[config.mk]
export PLATFORM = sky130hd
export DESIGN_NAME = cms_axis_trace_receiver_flat
export DESIGN_NICKNAME = d
export VERILOG_FILES = /design/src/rtl/cms_axis_trace_receiver_if.sv /design/src/rtl/cms_axis_trace_receiver.sv /design/src/flat_wrapper.sv
export SDC_FILE = /design/constraint.sdc
export NUM_CORES = 1
export LEC_CHECK = 0
export BUFFER_PORTS_ARGS = -buffer_cell sky130_fd_sc_hd__buf_2
export CELL_PAD_IN_SITES_DETAIL_PLACEMENT = 0
export CELL_PAD_IN_SITES_GLOBAL_PLACEMENT = 1
export CORE_AREA = 2 2 465 467
export CTS_CLUSTER_DIAMETER = 150
export CTS_CLUSTER_SIZE = 10
export DETAILED_ROUTE_END_ITERATION = 16
export DIE_AREA = 0 0 467 469
export PLACE_DENSITY = 0.42
export SETUP_SLACK_MARGIN = 0.1
export SLEW_MARGIN = 20
export SYNTH_ARGS = -nofsm -noshare
export SYNTH_HDL_FRONTEND = slang
export SYNTH_SLANG_ARGS = --single-unit
[constraint.sdc]
create_clock -name clk -period 3.04 [get_ports clk]
set_clock_uncertainty 0.05 [all_clocks]
set_input_delay 0.152 -clock clk [delete_from_list [all_inputs] [get_ports clk]]
set_output_delay 0.152 -clock clk [all_outputs]
set_load 0.005 [all_outputs]
[src/rtl/cms_axis_trace_receiver_if.sv]
// Bundle for the trace receiver: AXI-Stream beat input plus the extracted item output.
// No latency of its own; pure wiring.
// slave = receiver side, master = stream source / item consumer side.
interface cms_axis_trace_receiver_if #(
  parameter int XLEN           = 64,
  parameter int AXI_DATA_WIDTH = 1024
);
  logic                      S_AXIS_tvalid;
  logic                      S_AXIS_tready;
  logic [AXI_DATA_WIDTH-1:0] S_AXIS_tdata;
  logic                      S_AXIS_tlast;
  logic                      out_valid;
  logic                      out_ready;
  logic [XLEN-1:0]           out_pc;
  logic [31:0]               out_instr;
  logic                      out_last;

  modport slave (
    input  S_AXIS_tvalid, S_AXIS_tdata, S_AXIS_tlast, out_ready,
    output S_AXIS_tready, out_valid, out_pc, out_instr, out_last
  );

  modport master (
    output S_AXIS_tvalid, S_AXIS_tdata, S_AXIS_tlast, out_ready,
    input  S_AXIS_tready, out_valid, out_pc, out_instr, out_last
  );
endinterface

[src/rtl/cms_axis_trace_receiver.sv]
// Trace stream terminator: extracts pc/instr/tlast from each AXI-Stream beat into an item FIFO.
// Latency: an accepted beat is visible on the item port right after the accepting edge.
// Backpressure: tready drops while the FIFO is full (independent of out_ready); optional
// tlast framing checker enabled by `CMS_RX_TLAST_CHECK_EN.
module cms_axis_trace_receiver #(
  parameter int XLEN           = 64,
  parameter int AXI_DATA_WIDTH = 1024,
  parameter int PC_LOCATION    = 805,
  parameter int INSTR_LOCATION = PC_LOCATION + 128,
  parameter int FIFO_DEPTH     = 4
) (
  input  logic                      clk,
  input  logic                      rst_n,
  cms_axis_trace_receiver_if.slave  bus,
  input  logic [31:0]               tlast_interval,
  input  logic                      err_clear,
  output logic [31:0]               packet_count,
  output logic                      err_tlast_early,
  output logic                      err_tlast_missing
);

  localparam int AW = $clog2(FIFO_DEPTH);
  localparam int CW = AW + 1;
  localparam logic [CW-1:0] FULL_CNT = CW'(FIFO_DEPTH);

  typedef struct packed {
    logic [XLEN-1:0] pc;
    logic [31:0]     instr;
    logic            last;
  } item_t;

  item_t             mem_q [FIFO_DEPTH];
  logic [AW-1:0]     wr_ptr_q, wr_ptr_d;
  logic [AW-1:0]     rd_ptr_q, rd_ptr_d;
  logic [CW-1:0]     count_q, count_d;
  logic              running_q;
  logic [31:0]       packet_count_q, packet_count_d;
  logic              push, pop;
  item_t             in_item, head;

  // Bits of the beat outside the pc/instr fields are not consumed by this block.
  logic unused_tdata;
  assign unused_tdata = ^bus.S_AXIS_tdata;

  assign bus.S_AXIS_tready = running_q && (count_q != FULL_CNT);
  assign bus.out_valid     = (count_q != '0);
  assign push              = bus.S_AXIS_tvalid && bus.S_AXIS_tready;
  assign pop               = bus.out_valid && bus.out_ready;

  assign in_item.pc    = bus.S_AXIS_tdata[PC_LOCATION +: XLEN];
  assign in_item.instr = bus.S_AXIS_tdata[INSTR_LOCATION +: 32];
  assign in_item.last  = bus.S_AXIS_tlast;

  // Head entry is read straight from storage so a beat written into an empty FIFO shows at once.
  assign head          = mem_q[rd_ptr_q];
  assign bus.out_pc    = head.pc;
  assign bus.out_instr = head.instr;
  assign bus.out_last  = head.last;
  assign packet_count  = packet_count_q;

  // Next-state for pointers, occupancy and packet counter.
  always_comb begin
    wr_ptr_d       = wr_ptr_q;
    rd_ptr_d       = rd_ptr_q;
    count_d        = count_q;
    packet_count_d = packet_count_q;
    if (push) wr_ptr_d = wr_ptr_q + 1'b1;
    if (pop)  rd_ptr_d = rd_ptr_q + 1'b1;
    case ({push, pop})
      2'b10:   count_d = count_q + 1'b1;
      2'b01:   count_d = count_q - 1'b1;
      default: count_d = count_q;
    endcase
    if (push && bus.S_AXIS_tlast) packet_count_d = packet_count_q + 32'd1;
  end

  // Control state: running gate, pointers, occupancy, packet counter.
  always_ff @(posedge clk or negedge rst_n) begin
    if (!rst_n) begin
      running_q      <= 1'b0;
      wr_ptr_q       <= '0;
      rd_ptr_q       <= '0;
      count_q        <= '0;
      packet_count_q <= '0;
    end else begin
      running_q      <= 1'b1;
      wr_ptr_q       <= wr_ptr_d;
      rd_ptr_q       <= rd_ptr_d;
      count_q        <= count_d;
      packet_count_q <= packet_count_d;
    end
  end

  // Item storage; cleared on reset so the item port reads zero out of reset.
  always_ff @(posedge clk or negedge rst_n) begin
    if (!rst_n) begin
      for (int i = 0; i < FIFO_DEPTH; i++) mem_q[i] <= '0;
    end else if (push) begin
      mem_q[wr_ptr_q] <= in_item;
    end
  end

`ifdef CMS_RX_TLAST_CHECK_EN
  logic [31:0] beat_cnt_q, beat_cnt_d;
  logic        err_early_q, err_early_d;
  logic        err_missing_q, err_missing_d;
  logic [32:0] beat_nxt;
  logic        interval_on, early_set, missing_set;

  // 33-bit compare so a saturated beat count never aliases onto the interval.
  assign beat_nxt    = {1'b0, beat_cnt_q} + 33'd1;
  assign interval_on = (tlast_interval != 32'd0);
  assign early_set   = push && bus.S_AXIS_tlast && interval_on && (beat_nxt < {1'b0, tlast_interval});
  assign missing_set = push && !bus.S_AXIS_tlast && interval_on && (beat_nxt == {1'b0, tlast_interval});

  // Framing next-state: beat count per packet and sticky error flags (set beats clear).
  always_comb begin
    beat_cnt_d = beat_cnt_q;
    if (push) begin
      if (bus.S_AXIS_tlast)  beat_cnt_d = '0;
      else if (!(&beat_cnt_q)) beat_cnt_d = beat_cnt_q + 32'd1;
    end
    err_early_d   = (err_early_q && !err_clear) || early_set;
    err_missing_d = (err_missing_q && !err_clear) || missing_set;
  end

  // Framing checker state.
  always_ff @(posedge clk or negedge rst_n) begin
    if (!rst_n) begin
      beat_cnt_q    <= '0;
      err_early_q   <= 1'b0;
      err_missing_q <= 1'b0;
    end else begin
      beat_cnt_q    <= beat_cnt_d;
      err_early_q   <= err_early_d;
      err_missing_q <= err_missing_d;
    end
  end

  assign err_tlast_early   = err_early_q;
  assign err_tlast_missing = err_missing_q;
`else
  // Checker not built: configuration inputs are intentionally left unconsumed.
  logic unused_cfg;
  assign unused_cfg        = ^{tlast_interval, err_clear};
  assign err_tlast_early   = 1'b0;
  assign err_tlast_missing = 1'b0;
`endif

endmodule
[src/flat_wrapper.sv]
// flat-port wrapper written by rule: the top's interface ports become plain ports
module cms_axis_trace_receiver_flat 
#(
  parameter int XLEN           = 64,
  parameter int AXI_DATA_WIDTH = 1024,
  parameter int PC_LOCATION    = 805,
  parameter int INSTR_LOCATION = PC_LOCATION + 128,
  parameter int FIFO_DEPTH     = 4
)
  (clk, rst_n, tlast_interval, err_clear, packet_count, err_tlast_early, err_tlast_missing, bus_S_AXIS_tvalid, bus_S_AXIS_tdata, bus_S_AXIS_tlast, bus_out_ready, bus_S_AXIS_tready, bus_out_valid, bus_out_pc, bus_out_instr, bus_out_last);
  cms_axis_trace_receiver_if #(.XLEN(XLEN), .AXI_DATA_WIDTH(AXI_DATA_WIDTH)) bus_i ();
  input  logic clk;
  input  logic rst_n;
  input  logic [31:0] tlast_interval;
  input  logic err_clear;
  output logic [31:0] packet_count;
  output logic err_tlast_early;
  output logic err_tlast_missing;
  input wire logic [$bits(bus_i.S_AXIS_tvalid)-1:0] bus_S_AXIS_tvalid;
  input wire logic [$bits(bus_i.S_AXIS_tdata)-1:0] bus_S_AXIS_tdata;
  input wire logic [$bits(bus_i.S_AXIS_tlast)-1:0] bus_S_AXIS_tlast;
  input wire logic [$bits(bus_i.out_ready)-1:0] bus_out_ready;
  output wire logic [$bits(bus_i.S_AXIS_tready)-1:0] bus_S_AXIS_tready;
  output wire logic [$bits(bus_i.out_valid)-1:0] bus_out_valid;
  output wire logic [$bits(bus_i.out_pc)-1:0] bus_out_pc;
  output wire logic [$bits(bus_i.out_instr)-1:0] bus_out_instr;
  output wire logic [$bits(bus_i.out_last)-1:0] bus_out_last;
  assign bus_i.S_AXIS_tvalid = bus_S_AXIS_tvalid;
  assign bus_i.S_AXIS_tdata = bus_S_AXIS_tdata;
  assign bus_i.S_AXIS_tlast = bus_S_AXIS_tlast;
  assign bus_i.out_ready = bus_out_ready;
  assign bus_S_AXIS_tready = bus_i.S_AXIS_tready;
  assign bus_out_valid = bus_i.out_valid;
  assign bus_out_pc = bus_i.out_pc;
  assign bus_out_instr = bus_i.out_instr;
  assign bus_out_last = bus_i.out_last;
  cms_axis_trace_receiver #(.XLEN(XLEN), .AXI_DATA_WIDTH(AXI_DATA_WIDTH), .PC_LOCATION(PC_LOCATION), .INSTR_LOCATION(INSTR_LOCATION), .FIFO_DEPTH(FIFO_DEPTH)) u_core (.clk(clk), .rst_n(rst_n), .bus(bus_i), .tlast_interval(tlast_interval), .err_clear(err_clear), .packet_count(packet_count), .err_tlast_early(err_tlast_early), .err_tlast_missing(err_tlast_missing));
endmodule
==> results summary <==
The critical path goes through buf_4, mux4_2, buf_2. The final setup violation count came out at 0. STA classifies the critical path endpoint as a primary output. The critical path in this run is classified as reg -> out.

The area growth from synthesis to layout is 36.1%. The number of non-filler instances in the completed layout came out at ~4.3k. The transition time at the pin with the least slew margin is between 0.8 and 0.9 ns. After layout, the minimum clock period comes to approximately 2.6 ns. After clock tree synthesis, the setup repair step added 0 buffers. The flow ran to the end, and the final reports show no timing, DRC or antenna violations. The die footprint came out at between 200000 and 250000 um^2.

The total count of hold-check failures in the final report came to 0. VDD sags by at most approximately 0.00043 V. On the worst path, the slowest cell contributes a delay of 0.64 ns. The detail route stage leaves a number of antenna-violating nets equal to 0. The post-layout worst setup margin is ~0.43 ns. The ratio of final minimum period to clock period is 0.859. The startpoint type of the worst setup path is a register. The total placed cells including tap cells came out at slightly above 4k.

The height of the chip came out at around 470 um. The maximum number of pins on one net before global-route repair came out at between 80 and 90. The critical path arrival is 2.41 ns. The number of nets in the finished design is 2541.

The portion of total power attributed to the clock network came out at 0.213. The number of max-slew violations in the final report came out at 0. The number of standard cells after synthesis came out at 1117.

The placeable core region came out at between 200000 and 250000 um^2. The clock transition time at the flip-flop clock pins of the worst setup and hold paths is around 0.060 ns. In this run the worst hold path is classified as in -> async.

The remaining routing DRC violations is 0. The fraction of final layout cells with drive strength greater than 1 is 0.554. The library cell used most frequently in the layout, excluding fill and tap cells, is dfrtp_1. Clock tree synthesis selected as its root buffer the cell clkbuf_16. The reported net switching power is between 0.008 and 0.009 W. After detailed routing, the number of vias per cell comes to 2.54.

The die is 467 um wide. The total chip power came out at between 0.02 and 0.03 W. The number of synthesized register bits came out at 428. The sequential-to-total area share from yosys stat came out at 0.553. The all-layer global routing usage came out at 0.0518. Of all nets on the critical path, the largest fanout is 19. The fraction of power consumed by sequential logic is 0.386.

The maximum number of buffers from clock root to sink came out at 3. The power per unit of standard cell area came out at 963 nW/um^2. The library cells used most frequently in the layout, excluding fill and tap cells, are 426 x dfrtp_1, 269 x mux2_2, 230 x buf_2. The first global-routing pass estimated about 85 mm of wire. The setup total negative slack is 0 ns. The number of antenna violations at the first check in global routing is 16.

Timing would allow up to around 0.38 GHz. Across the run, the number of max-cap violations was 0. The detailed placement HPWL is 38.9 mm. In this run the static leakage power is 10.9 nW. The most critical setup path has its startpoint at u_core.rd_ptr_q[0]$_DFFE_PN0P_.

The endpoint required time on the critical path came out at about 2.8 ns. The initial utilization of the core area, before any placement, comes to 0.0905. The I/O pin count came out at around 1.2k. The total of hold buffers inserted after clock tree synthesis is 100. The number of rows created at floorplan came out at 170. The clock latency at the later pin of the worst-skew pair came out at 0.61 ns. After detailed routing, the average wire length per cell comes to between 10 and 15 um. The total overflow reported by the global router came out at 0. Clock tree synthesis inserted a total of between 40 and 50 buffers.

The number of design-rule violations left by the first detailed-router iteration came out at 348. The post-synthesis cell area came out at about 19000 um^2. After synthesis, the mean cell area works out to 17.3 um^2. The worst slew margin relative to its limit came out at 0.418.

The weighted congestion reported at the end of routability-driven placement is ~0.70. The via count of the first global-routing pass is between 10k and 15k. Setup repair after global routing left no endpoint under its margin. The part of the total power dissipated in combinational logic came out at 0.401. For this block, the via count after detailed routing is around 11k. The worst register-to-register path begins at u_core.count_q[1]$_DFFE_PN0P_. The pre-antenna-repair detailed-routing pass consisted of 4 iterations.

Among all stages on the critical path, the largest delay is contributed by mux4_2. The internal cell power came out at between 0.015 and 0.02 W. The final layout contains routed wiring with a total length of around 58 mm. The clock tree from TritonCTS is yes. The H-tree depth reported by CTS is 2. The warning count from the yosys run came out at 0. The number of resized instances in the post-cts repair step is 0.

The number of I/O port buffers came out at around 230. The count of cell types in the netlist came out at 33. The number of sinks handled by clock tree synthesis is 428. The switching power share of the total came out at 0.318. The placement-stage worst setup slack is 0.610 ns.
-- power groups by stage --
stage / registers (W) / clock network, W / logic (W)
6_report: 0.00979 / 0.00541 / 0.0102
5_1_grt: 0.0101 / 0.00591 / 0.0110
4_1_cts: 0.00980 / 0.00573 / 0.0106
3_3_place_gp: 0.00989 / 0 / 0.0103
3_5_place_dp: 0.00985 / 0 / 0.0104
2_1_floorplan: 0.00930 / 0 / 0.00683
-- sequential cells by signal, indices dropped and copies added (netlist names) --
register	count
u_core.wr_ptr_q	2
u_core.mem_q	388
u_core.packet_count	32
u_core.count_q	3
u_core.running_q	1
u_core.rd_ptr_q	2
-- synthesized netlist by cell type --
library cell	n	area, um^2
mux2_4	120	1800
nor4_1	3	18.8
and3_4	1	11.3
dfrtp_1	428	10700
nor2b_1	1	6.26
buf_2	12	60.1
buf_8	1	15.0
or3b_4	1	11.3
xnor2_1	19	166
inv_1	9	33.8
mux4_2	97	2180
conb_1	2	7.51
o21ai_0	1	5.00
or3_1	1	6.26
nand4_1	10	62.6
nand2_1	12	45.0
buf_12	16	320
nor3b_1	1	7.51
ha_1	6	75.1
nor2_1	4	15.0
mux2_2	269	3030
fa_1	1	20.0
clkbuf_1	11	41.3
mux2i_1	1	10.0
nor3_1	12	60.1
nand2_8	4	80.1
and4_1	7	61.3
nand3_1	11	55.1
and2_1	6	37.5
xor2_1	18	158
and3_1	3	18.8
buf_4	26	195
nand4b_1	3	26.3
-- layer usage --
layer	GRT usage	wire [um]	share of wire	up-vias
met5	0	86	0.0015	-
met3	0.0149	3370	0.059	92
met4	0.0191	1780	0.031	14
met2	0.0821	26800	0.47	229
li1	-	-	-	4823
met1	0.0664	25600	0.44	5832
-- final cells by class --
cell class,count,area (um^2)
timing repair buffer,369,2690
multi-input combinational,615,7980
clock inverter,4,88.8
antenna,6,15.0
inverter,9,33.8
sequential,428,10700
clock buffer,52,1260
tap,2838,3550
fill,24098,187000
-- logic make-up after synthesis --
kind of cell    after synthesis  share of synthesized area
mux                         487                      0.363
flops                       428                      0.553
simple gates                 80                     0.0270
buf+inv                      75                     0.0344
xor+xnor                     37                     0.0167
fa+ha+maj                     7                    0.00491
other cells                   2                   0.000388
compound gates                1                   0.000258
-- critical path, delay by kind of cell, from the launching register on --
family                 cells  cell delay (ns)
buffers and inverters      2             0.61
muxes                      1             0.64
DFF                        1             0.53
-- worst paths after layout --
kind                                                             to  slack [ns]  cells past startpoint
worst max-delay path                                 bus_out_pc[14]        0.43                      3
worst min-delay path                  u_core.mem_q[347]$_DFFE_PN0P_        0.04                      2
worst max register to register        u_core.count_q[2]$_DFFE_PN0P_        0.64                      9
worst min register to register  u_core.packet_count[31]$_DFFE_PN0P_        0.42                      1
max in group asynchronous             u_core.mem_q[206]$_DFFE_PN0P_        1.83                      3
min in group clk                       u_core.mem_q[56]$_DFFE_PN0P_        0.28                      3
-- per-stage QoR --
step	hold WS, ns	util	instance area (um^2)
floorplan	-0.194	-	19400
global placement	0.169	0.112	24000
global route	0.0704	0.123	26300
CTS	0.0345	0.123	26300
detailed placement	0.171	0.112	24000
finish	0.0436	0.123	26300
(Power assumes the default switching activity.)
